### src/rtl/pdm_pkg.sv
// Shared definitions for the PDM encoder/decoder pair: FSM state codes and
// default window and synchroniser sizes.
package pdm_pkg;

    localparam int DEF_WINDOW_LOG2 = 5;
    localparam int DEF_SYNC_STAGES = 2;

    localparam logic [1:0] ST_IDLE  = 2'd0;
    localparam logic [1:0] ST_PRIME = 2'd1;
    localparam logic [1:0] ST_RUN   = 2'd2;

endpackage

### src/rtl/pdm_sync.sv
// Multi-flop synchroniser bringing the asynchronous PDM bitstream into the
// clk domain; all flops clear on reset.
module pdm_sync
    import pdm_pkg::*;
#(
    parameter int STAGES = DEF_SYNC_STAGES
) (
    input  logic clk,
    input  logic reset,
    input  logic d,
    output logic q
);

    logic [STAGES-1:0] sync_q;

    always_ff @(posedge clk or posedge reset) begin
        if (reset) begin
            sync_q <= '0;
        end else begin
            sync_q <= {sync_q[STAGES-2:0], d};
        end
    end

    assign q = sync_q[STAGES-1];

endmodule

### src/rtl/pdm_decoder.sv
// PDM decoder: counts ones over fixed windows of 2^WINDOW_LOG2 clocks and
// reports the saturated density, discarding the first (priming) window.
module pdm_decoder
    import pdm_pkg::*;
#(
    parameter int WINDOW_LOG2 = DEF_WINDOW_LOG2,
    parameter int SYNC_STAGES = DEF_SYNC_STAGES
) (
    input  logic                   clk,
    input  logic                   reset,
    input  logic                   en,
    input  logic                   pdm_in,
    output logic [WINDOW_LOG2-1:0] level,
    output logic                   level_valid,
    output logic                   stable
);

    localparam logic [WINDOW_LOG2-1:0] WCNT_LAST = '1;

    logic                   pdm_s;
    logic [1:0]             state;
    logic [WINDOW_LOG2-1:0] wcnt;
    logic [WINDOW_LOG2:0]   acc;
    logic [WINDOW_LOG2:0]   result;
    logic [WINDOW_LOG2-1:0] result_sat;
    logic [WINDOW_LOG2-1:0] prev_level;
    logic                   have_prev;
    logic                   counting;
    logic                   win_end;
    logic                   run_end;

    // A full window of ones (result = N) does not fit the level code; clamp to N-1.
    function automatic logic [WINDOW_LOG2-1:0] sat_level(input logic [WINDOW_LOG2:0] r);
        return r[WINDOW_LOG2] ? {WINDOW_LOG2{1'b1}} : r[WINDOW_LOG2-1:0];
    endfunction

    pdm_sync #(
        .STAGES (SYNC_STAGES)
    ) u_sync (
        .clk   (clk),
        .reset (reset),
        .d     (pdm_in),
        .q     (pdm_s)
    );

    assign counting   = (state == ST_PRIME) || (state == ST_RUN);
    assign win_end    = counting && (wcnt == WCNT_LAST);
    assign run_end    = (state == ST_RUN) && win_end;
    assign result     = acc + {{WINDOW_LOG2{1'b0}}, pdm_s};
    assign result_sat = sat_level(result);

    // Control: FSM, window counter and ones accumulator.
    always_ff @(posedge clk or posedge reset) begin
        if (reset) begin
            state     <= ST_IDLE;
            wcnt      <= '0;
            acc       <= '0;
            have_prev <= 1'b0;
        end else begin
            case (state)
                ST_IDLE: begin
                    wcnt      <= '0;
                    acc       <= '0;
                    have_prev <= 1'b0;
                    if (en) begin
                        state <= ST_PRIME;
                    end
                end
                ST_PRIME, ST_RUN: begin
                    wcnt <= wcnt + 1'b1;
                    acc  <= win_end ? '0 : result;
                    if (win_end && (state == ST_PRIME)) begin
                        state <= ST_RUN;
                    end
                    if (run_end) begin
                        have_prev <= 1'b1;
                    end
                    // Dropping en abandons a partial window; a completing window still reports below.
                    if (!en) begin
                        state <= ST_IDLE;
                        wcnt  <= '0;
                        acc   <= '0;
                    end
                end
                default: begin
                    state <= ST_IDLE;
                    wcnt  <= '0;
                    acc   <= '0;
                end
            endcase
        end
    end

    // Output: level register, valid pulse and stability flag.
    always_ff @(posedge clk or posedge reset) begin
        if (reset) begin
            level       <= '0;
            level_valid <= 1'b0;
            stable      <= 1'b0;
            prev_level  <= '0;
        end else begin
            level_valid <= 1'b0;
            if (run_end) begin
                level       <= result_sat;
                level_valid <= 1'b1;
                stable      <= have_prev && (result_sat == prev_level);
                prev_level  <= result_sat;
            end else if (!counting || !en) begin
                stable <= 1'b0;
            end
        end
    end

endmodule

### config.mk
export PLATFORM = sky130hd
export DESIGN_NAME = pdm_decoder
export DESIGN_NICKNAME = d
export VERILOG_FILES = /design/src/rtl/pdm_pkg.sv /design/src/rtl/pdm_sync.sv /design/src/rtl/pdm_decoder.sv
export SDC_FILE = /design/constraint.sdc
export NUM_CORES = 1
export LEC_CHECK = 0
export CAP_MARGIN = 15
export CORE_MARGIN = 5
export CORE_UTILIZATION = 54
export DETAILED_ROUTE_END_ITERATION = 12
export PLACE_DENSITY_LB_ADDON = 0.1
export SLEW_MARGIN = 0
export SYNTH_ARGS = -nofsm -noshare
export SYNTH_HDL_FRONTEND = slang
export SYNTH_HIERARCHICAL = 1
export SYNTH_SLANG_ARGS = --single-unit
### constraint.sdc
create_clock -name clk -period 2.4 [get_ports clk]
set_clock_uncertainty 0.05 [all_clocks]
set_input_delay 0.72 -clock clk [delete_from_list [all_inputs] [get_ports clk]]
set_output_delay 0.72 -clock clk [all_outputs]
set_load 0.05 [all_outputs]
---- Word level (Yosys, flattened, before mapping) ----
Cells that the tools add are included.
storage, ports and cells
  bits in registers ....................... 23
  word-level logic and storage cells ...... 46
  input bits .............................. 4
  output and inout bits ................... 7
cells by class
  reductions and logical operators ........ 14
  eq/ne operators ......................... 7
  muxes and demuxes ....................... 15
  add/sub/neg operators ................... 2
operators with widths
  operator             number
  $mux 6               3
  $mux 5               3
  $add 6x1->6          1
  $mux 2               3
  $add 5x1->5 const B  1
  $eq 5x5->1           1
  $eq 5x5->1 const B   1
  $logic_and 1x1->1    4
  $mux 1               4
  $ne 2x2->1 const B   2
  $pmux 2 s2           1
  $reduce_and 2->1     2
  $reduce_bool 2->1    2
  $ne 3x3->1 const B   1
  $eq 2x1->1 const B   1
  $eq 2x2->1 const B   1
  $logic_not 1->1      2
  $logic_not 2->1      1
  $logic_or 1x1->1     2
  $pmux 1 s2           1
  $reduce_or 2->1      1

---- Logic depth before layout (Yosys ltp) ----
  depth in word-level cells ............... 7
  gate-level depth with buffers ........... 8
  mapped depth without buffers ............ 8

---- Modules after synthesis ----
The synthesis kept the hierarchy.
by module, submodules not included
  module       instances  seq. area each (sq um)  cells an instance  area an instance (sq um)
  pdm_decoder  1          525.5                   106                1,067.3
  pdm_sync     1          50.0                    3                  53.8

---- Worst setup path before layout ----
Ideal clock, no wire load.
  path kind ............................... reg2reg
  start point ............................. reg u_sync.sync_q[1]
  end point ............................... reg stable
  library setup time ...................... 0.101 ns
  data arrival time ....................... 1.978 ns
  required time ........................... 2.249 ns
  cell stages (with the launch flop) ...... 8
  path buffers ............................ 0
  setup slack ............................. 0.272 ns
  period minus slack after synthesis ...... 2.128 ns
  cell sequence ........................... dfrtp_1 -> ha_1 -> ha_1 -> nand3_1 -> xor2_1 -> a31oi_1 -> or4_1 -> o32ai_1
between the ends
  word-level cells in the longest chain between the ends .. 5
ends and longest elaborated chain
  what                    line                text
  from (decl)             pdm_sync.sv:14      logic [STAGES-1:0] sync_q;
  from (signal assigned)  pdm_sync.sv:20      sync_q <= {sync_q[STAGES-2:0], d};
  $add 6x1->6             pdm_decoder.sv:49   assign result = acc + {{WINDOW_LOG2{1'b0}}, pdm_s};
  $mux 5                  pdm_decoder.sv:34   return r[WINDOW_LOG2] ? {WINDOW_LOG2{1'b1}} : r[WINDOW_LOG2-1:0];
  $eq 5x5->1              pdm_decoder.sv:106  stable <= have_prev && (result_sat == prev_level);
  $logic_and 1x1->1       pdm_decoder.sv:106
  $mux 1                  pdm_decoder.sv:103  if (run_end) begin
  to (signal assigned)    pdm_decoder.sv:106
  to (decl)               pdm_decoder.sv:15   output logic stable
No other way between the ends.
A chain may end at the register's enable or synchronous reset.

==> results.md <==
| Step | Quantity | Value |
|:---|:---|:---|
| status | Result of the run | completed |
| placed design | Placed cells | 148 |
| sta | Final max-slew violation count | 0 |
| setup path | FF-to-FF setup slack | 0.16 ns |
| cts | Setup fix buffers added after clock tree synthesis | 0 |
| synth | Synth unique cells | 29 |
| global routing | Vias in the first global route | 840 |
| setup path | Delay of the slowest cell on the worst path | 0.82 ns |
| detailed routing | Residual DRC count | 0 |
| placed design | Post-Place Setup Slack | 0.123 ns |
| detailed routing | Drt wl/cell | 14.6 um |
| die | Initial Util | 57.1% |
| power | Total power consumption of the routed design | 0.758 mW |
| cts | Number of CTS-inserted buffers | 3 |
| die | Row Count | 16 |
| min path | Worst hold path type | flip-flop to flip-flop |
| detailed routing | Per-cell via count in the routed design | 5.69 |
| power | Sequential Power Share | 56.4% |
| global routing | First-pass GRT wire length | 3770 um |
| cts | H-tree level count | 1 |
| power | Power share of the clock group | 24.7% |
| sta | Final critical-path share of the clock period | 96.0% |
| placed design | Post-DP HPWL | 1630 um |
| global routing | Initial antenna violation count | 0 |
| die | Top Ports | 11 |
| power | Pint | 0.523 mW |
| setup path | Largest fanout on the critical path | 3 |
| sta | Minimum clock period | 2.30 ns |
| layout | Area growth, synth to finish | 18.1% |
| power | Switching power summed over all nets | 0.234 mW |
| power | Logic gate share of total power | 18.9% |
| setup path | Worst flop-to-flop path startpoint | wcnt[0] |
| global routing | Total track usage | 15.2% |
| cts | Cts hold-fix bufs | 0 |
| sta | Aggregate negative setup slack | 0 ns |
| min path | Worst hold start | u_sync/sync_q[0] |
| sta | Max Fclk | 434 MHz |
| power | Switching part of the total | 30.9% |
| layout | Number of cells in the finished layout apart from fillers | 152 |
| min path | Depth of the worst hold-timing path | 0 |
| min path | Terminating pin of the worst hold path | u_sync/sync_q[1] |
| setup path | Setup CP Type | flip-flop to output pin |
| detailed routing | Total number of vias | 865 |
| setup path | Number of cells on the critical path | 1 |
| placed design | Routability congestion estimate from global placement | 0.782 |
| cts | TritonCTS clock tree | built |
| cts | Post-cts repair resize count | 0 |
| power | Power per cell area | 573 mW/mm^2 |
| sta | Post-route setup slack | 0.0956 ns |
| synth | Number of instances in the synthesized netlist | 109 |
| setup path | Required time worst endpoint | 1.63 ns |
| cts | Clock root buffer | clkbuf_4 |
| sta | Transition time of the tightest slew-check pin | 0.521 ns |
| die | Die height | 55.6 um |
| synth | Count leader, synth | dfrtp_1 |
| synth | Netlist area before placement | 0.00112 mm^2 |
| power | Maximum vdd drop | 0.545 mV |
| cts | Clk_lat worst skew | 0.32 ns |
| die | Full die area | 0.00309 mm^2 |
| synth | Syn_nets | 121 |
| sta | Setup repair after global routing missed its margin | no |
| detailed routing | Remaining antenna violation count | 0 |
| synth | Proportion of synthesized flip-flops having asynchronous set or reset | 100% |
| setup path | Critical Path Slowest Stage Cell | clkdlybuf4s50_1 |
| synth | Sequential share of the synthesized area | 51.3% |
| layout | Share of final-layout standard cells stronger than drive strength 1 | 10.4% |
| synth | Largest cells by area after synthesis | dfrtp_1 51%, ha_1 8.9%, xnor2_1 3.9% |
| power | Static Leak | 0.694 nW |
| setup path | Worst flop-to-flop path endpoint | stable |
| synth | Area share of the largest cell type after synthesis | 51.3% |
| setup path | Gate family responsible for the most delay along the worst path | buffers and inverters |
| sta | Worst max-slew margin expressed relative to the limit | 65.2% |
| synth | Count of warnings emitted by yosys | 6 |
| sta | Number of endpoints failing setup at the final stage | 0 |
| detailed routing | Iter 0 DRT Violations | 14 |
| global routing | Largest net degree at the start of global routing | 22 |
| detailed routing | Pre-antenna DRT Iters | 5 |
| detailed routing | Total wire length | 2210 um |
| cts | CTS Sinks | 23 |
| global routing | GRT Residual Overflow | 0 |
| sta | Final number of hold-violating endpoints | 0 |
| job | Max-Cap Viols | 0 |
| synth | Most used standard cells in the synthesized netlist | 23 x dfrtp_1, 11 x nand2_1, 9 x inv_1, 9 x nor2_1, 8 x ha_1 |
| synth | Post-synth EDFFs | 0 |
| layout | Antenna Diode Count | 0 |
| synth | Mean instance size in the synthesized netlist | 10.3 um^2 |
| synth | Top cell type by total area after synthesis | dfrtp_1 |
| synth | Primary FF master, synth | dfrtp_1 |
| setup path | Launching element type of the critical path | flip-flop |
| cts | Worst-case clock buffer depth | 2 |
| setup path | R2R cell count | 8 |
| setup path | Endpoint kind of the worst setup timing path | output pin |
| setup path | Arrival time at the worst endpoint | 1.53 ns |
| setup path | CP bufs+invs | 1 |
| die | Area of the core | 0.00196 mm^2 |
| placed design | Port bufs | 10 |
| die | Chip Width | 55.6 um |
| layout | Final net count | 138 |
| setup path | Worst-path cell chain | clkdlybuf4s50_1 |
| cts | CTS clock-pin slew for the worst setup and hold paths | 0.13 ns |
| synth | Register bit count reported by yosys | 23 |
-- logic make-up after synthesis --
kind of cell / count (synthesis) / synth area share [%]
simple gates: 37 / 16.6
mux: 1 / 1.00
xor+xnor: 8 / 6.25
fa+ha+maj: 8 / 8.93
compound gates: 22 / 12.5
flops: 23 / 51.3
buf+inv: 10 / 3.35
-- sequential cells by signal (all words and copies together), names as in the netlist --
name	count
acc	6
prev_level	5
wcnt	5
state	2
u_sync/sync_q	2
have_prev	1
level_valid	1
stable	1
-- stage by stage --
| step | hold slack, ns | area (um^2) | util, % |
|---|---|---|---|
| 2_1_floorplan | 0.281 | 1120 | - |
| 3_3_place_gp | 0.286 | 1270 | 64.9 |
| 3_5_place_dp | 0.294 | 1270 | 64.9 |
| 4_1_cts | 0.324 | 1300 | 66.5 |
| 5_1_grt | 0.332 | 1320 | 67.5 |
| 6_report | 0.319 | 1320 | 67.5 |
-- power groups by stage --
stage	Clock [mW]	Sequential [mW]	Combinational (mW)
global route	0.206	0.431	0.163
floorplan	0	0.430	0.0982
detailed placement	0	0.435	0.131
finish	0.187	0.428	0.143
CTS	0.189	0.427	0.132
global placement	0	0.433	0.126
-- area by class of cell --
class	instances	area (um^2)
fillers	167	638
flip-flops and latches	23	576
multi-input cells	76	518
repair buffers	13	133
inverters	9	33.8
well taps	27	33.8
clock buffers	3	22.5
clock inverters	1	7.51
-- worst max path at each step --
stage,startpoint,endpoint,slack (ns)
4_1_cts,prev_level[2],level[2],0.02
5_1_grt,prev_level[3],level[3],0.03
2_1_floorplan,u_sync/sync_q[1],stable,0.27
3_3_place_gp,wcnt[0],stable,0.24
3_5_place_dp,wcnt[0],stable,0.12
6_report,prev_level[3],level[3],0.1
-- layer usage --
layer / vias to the layer above / global-route usage (%) / routed length (um)
li1: 417 / - / -
met1: 404 / 22.1 / 1030
met2: 39 / 22.0 / 1010
met3: 5 / 2.80 / 146
met4: 0 / 6.25 / 34
met5: - / 0 / 0
-- cells in the final DEF (no fill, tap or decap), types with 4 or more instances in the layout --
cell / n
a21oi_1: 7
a31oi_1: 4
and3_1: 4
clkdlybuf4s50_1: 6
dfrtp_1: 23
dlymetal6s2s_1: 4
ha_1: 7
inv_1: 9
nand2_1: 11
nand3_1: 5
nor2_1: 9
xnor2_1: 5
Power figures use the tool's default switching activity.
==> RTL change (same settings) <==
Reset style: synchronous (`reset`), changed in 3 clocked blocks. Comments in the files are not updated.
--- a/src/rtl/pdm_sync.sv
+++ b/src/rtl/pdm_sync.sv
@@ -14,5 +14,5 @@
     logic [STAGES-1:0] sync_q;
 
-    always_ff @(posedge clk or posedge reset) begin
+    always_ff @(posedge clk) begin
         if (reset) begin
             sync_q <= '0;
--- a/src/rtl/pdm_decoder.sv
+++ b/src/rtl/pdm_decoder.sv
@@ -51,5 +51,5 @@
 
     // Control: FSM, window counter and ones accumulator.
-    always_ff @(posedge clk or posedge reset) begin
+    always_ff @(posedge clk) begin
         if (reset) begin
             state     <= ST_IDLE;
@@ -93,5 +93,5 @@
 
     // Output: level register, valid pulse and stability flag.
-    always_ff @(posedge clk or posedge reset) begin
+    always_ff @(posedge clk) begin
         if (reset) begin
             level       <= '0;
Formal check against the unedited RTL: no difference found for any inputs over 10 cycles, from zero or initial values and one cycle with reset high; that may be too few to reach the edited logic, so the function may still have changed.
==> RTL change against the unedited design <==
  * Wire length decreased by 8.0%
  * Worst setup slack got worse by 0.024 ns
  * Sequential cell count unchanged
  * Synthesized area shrank 3.0%
  * Largest cell class is now multi-input gates
  * Design area fell by 7.4%
Power is not compared: it rests on default switching activity, and its combinational part moved more than twofold at a synthesized area within 25%.
==> RTL change: results (changes against the unedited design) <==
metric;value;unit;change
slew_headroom;0.6620;;was 0.6520
gp_congestion;0.9068;;was 0.7817
dp_hpwl;1619;um;was 1627 um
grt_use_met3;0.03542;;was 0.02797
ys_types;33;;was 29
synth_xor_area_frac;0.07250;;was 0.06250
synth_mux_area_frac;0;;was 0.01004
hold_ws;0.4061;ns;was 0.3195 ns
routedLengthMet1;961;um;was 1025 um
status;complete, no violations;;unchanged
async_reset_ff_frac;0;;was 1.000
grt_pass1_vias;818;;was 840
drt-pass1-iter-count;4;;was 5
min_to;wcnt[0]$_SDFF_PP0_;;was u_sync/sync_q[1]$_DFF_PP0_
wl_per_cell;12.87;um;was 14.55 um
ys.flop_type;dfxtp_1;;was dfrtp_1
wl_met3;54;um;was 146 um
dp.cells;154;;was 148
gr-usage-all-layers;0.1682;;was 0.1516
dpl_cell_area;1197;um2;was 1274 um2
holdCritStartpoint;wcnt[0]$_SDFF_PP0_;;was u_sync/sync_q[0]$_DFF_PP0_
r2r_cells;7;;was 8
syn_nets;131;;was 121
grt_use_met2;0.2736;;was 0.2196
postSynthCellCount;120;;was 109
fin_nets;143;;was 138
grt_max_degree;13;;was 22
met1_usage;0.2143;;was 0.2206
r2r_end;prev_level[4]$_SDFFE_PP0P_;;was stable$_DFFE_PP0P_
routed-wl-met2;989;um;was 1005 um
ys_seq_area_frac;0.4235;;was 0.5134
whs_path_depth;1;;was 0
drive_above_1_share;0.06107;;was 0.1040
[RTL change: layout make-up]
| cell class | instances | area, um2 | share of cell area |
|---|---|---|---|
| inverter | 3 | 11.26 | 0.009184 |
| tap | 27 | 33.78 | 0.02755 |
| multi-input combinational | 90 | 584.3 | 0.4765 |
| timing repair buffer | 11 | 110.1 | 0.08980 |
| clock buffer | 4 | 26.28 | 0.02143 |
| sequential | 23 | 460.4 | 0.3755 |
[RTL change: worst max path at each step]
stage,startpoint,to,slack (ns)
after global routing,prev_level[2]$_SDFFE_PP0P_,level[2],0.01
after detailed placement,en,acc[5]$_SDFF_PP0_,0.29
after CTS,prev_level[2]$_SDFFE_PP0P_,level[2],0.07
final,prev_level[2]$_SDFFE_PP0P_,level[2],0.07
after floorplan,u_sync/sync_q[1]$_SDFF_PP0_,stable$_SDFFE_PP0P_,0.68
after global placement,en,acc[5]$_SDFF_PP0_,0.31
[RTL change: timing repair]
item,CTS,global route
endpoints found under the setup margin,0,1
hold buffers,0,0
resized for setup,0,1
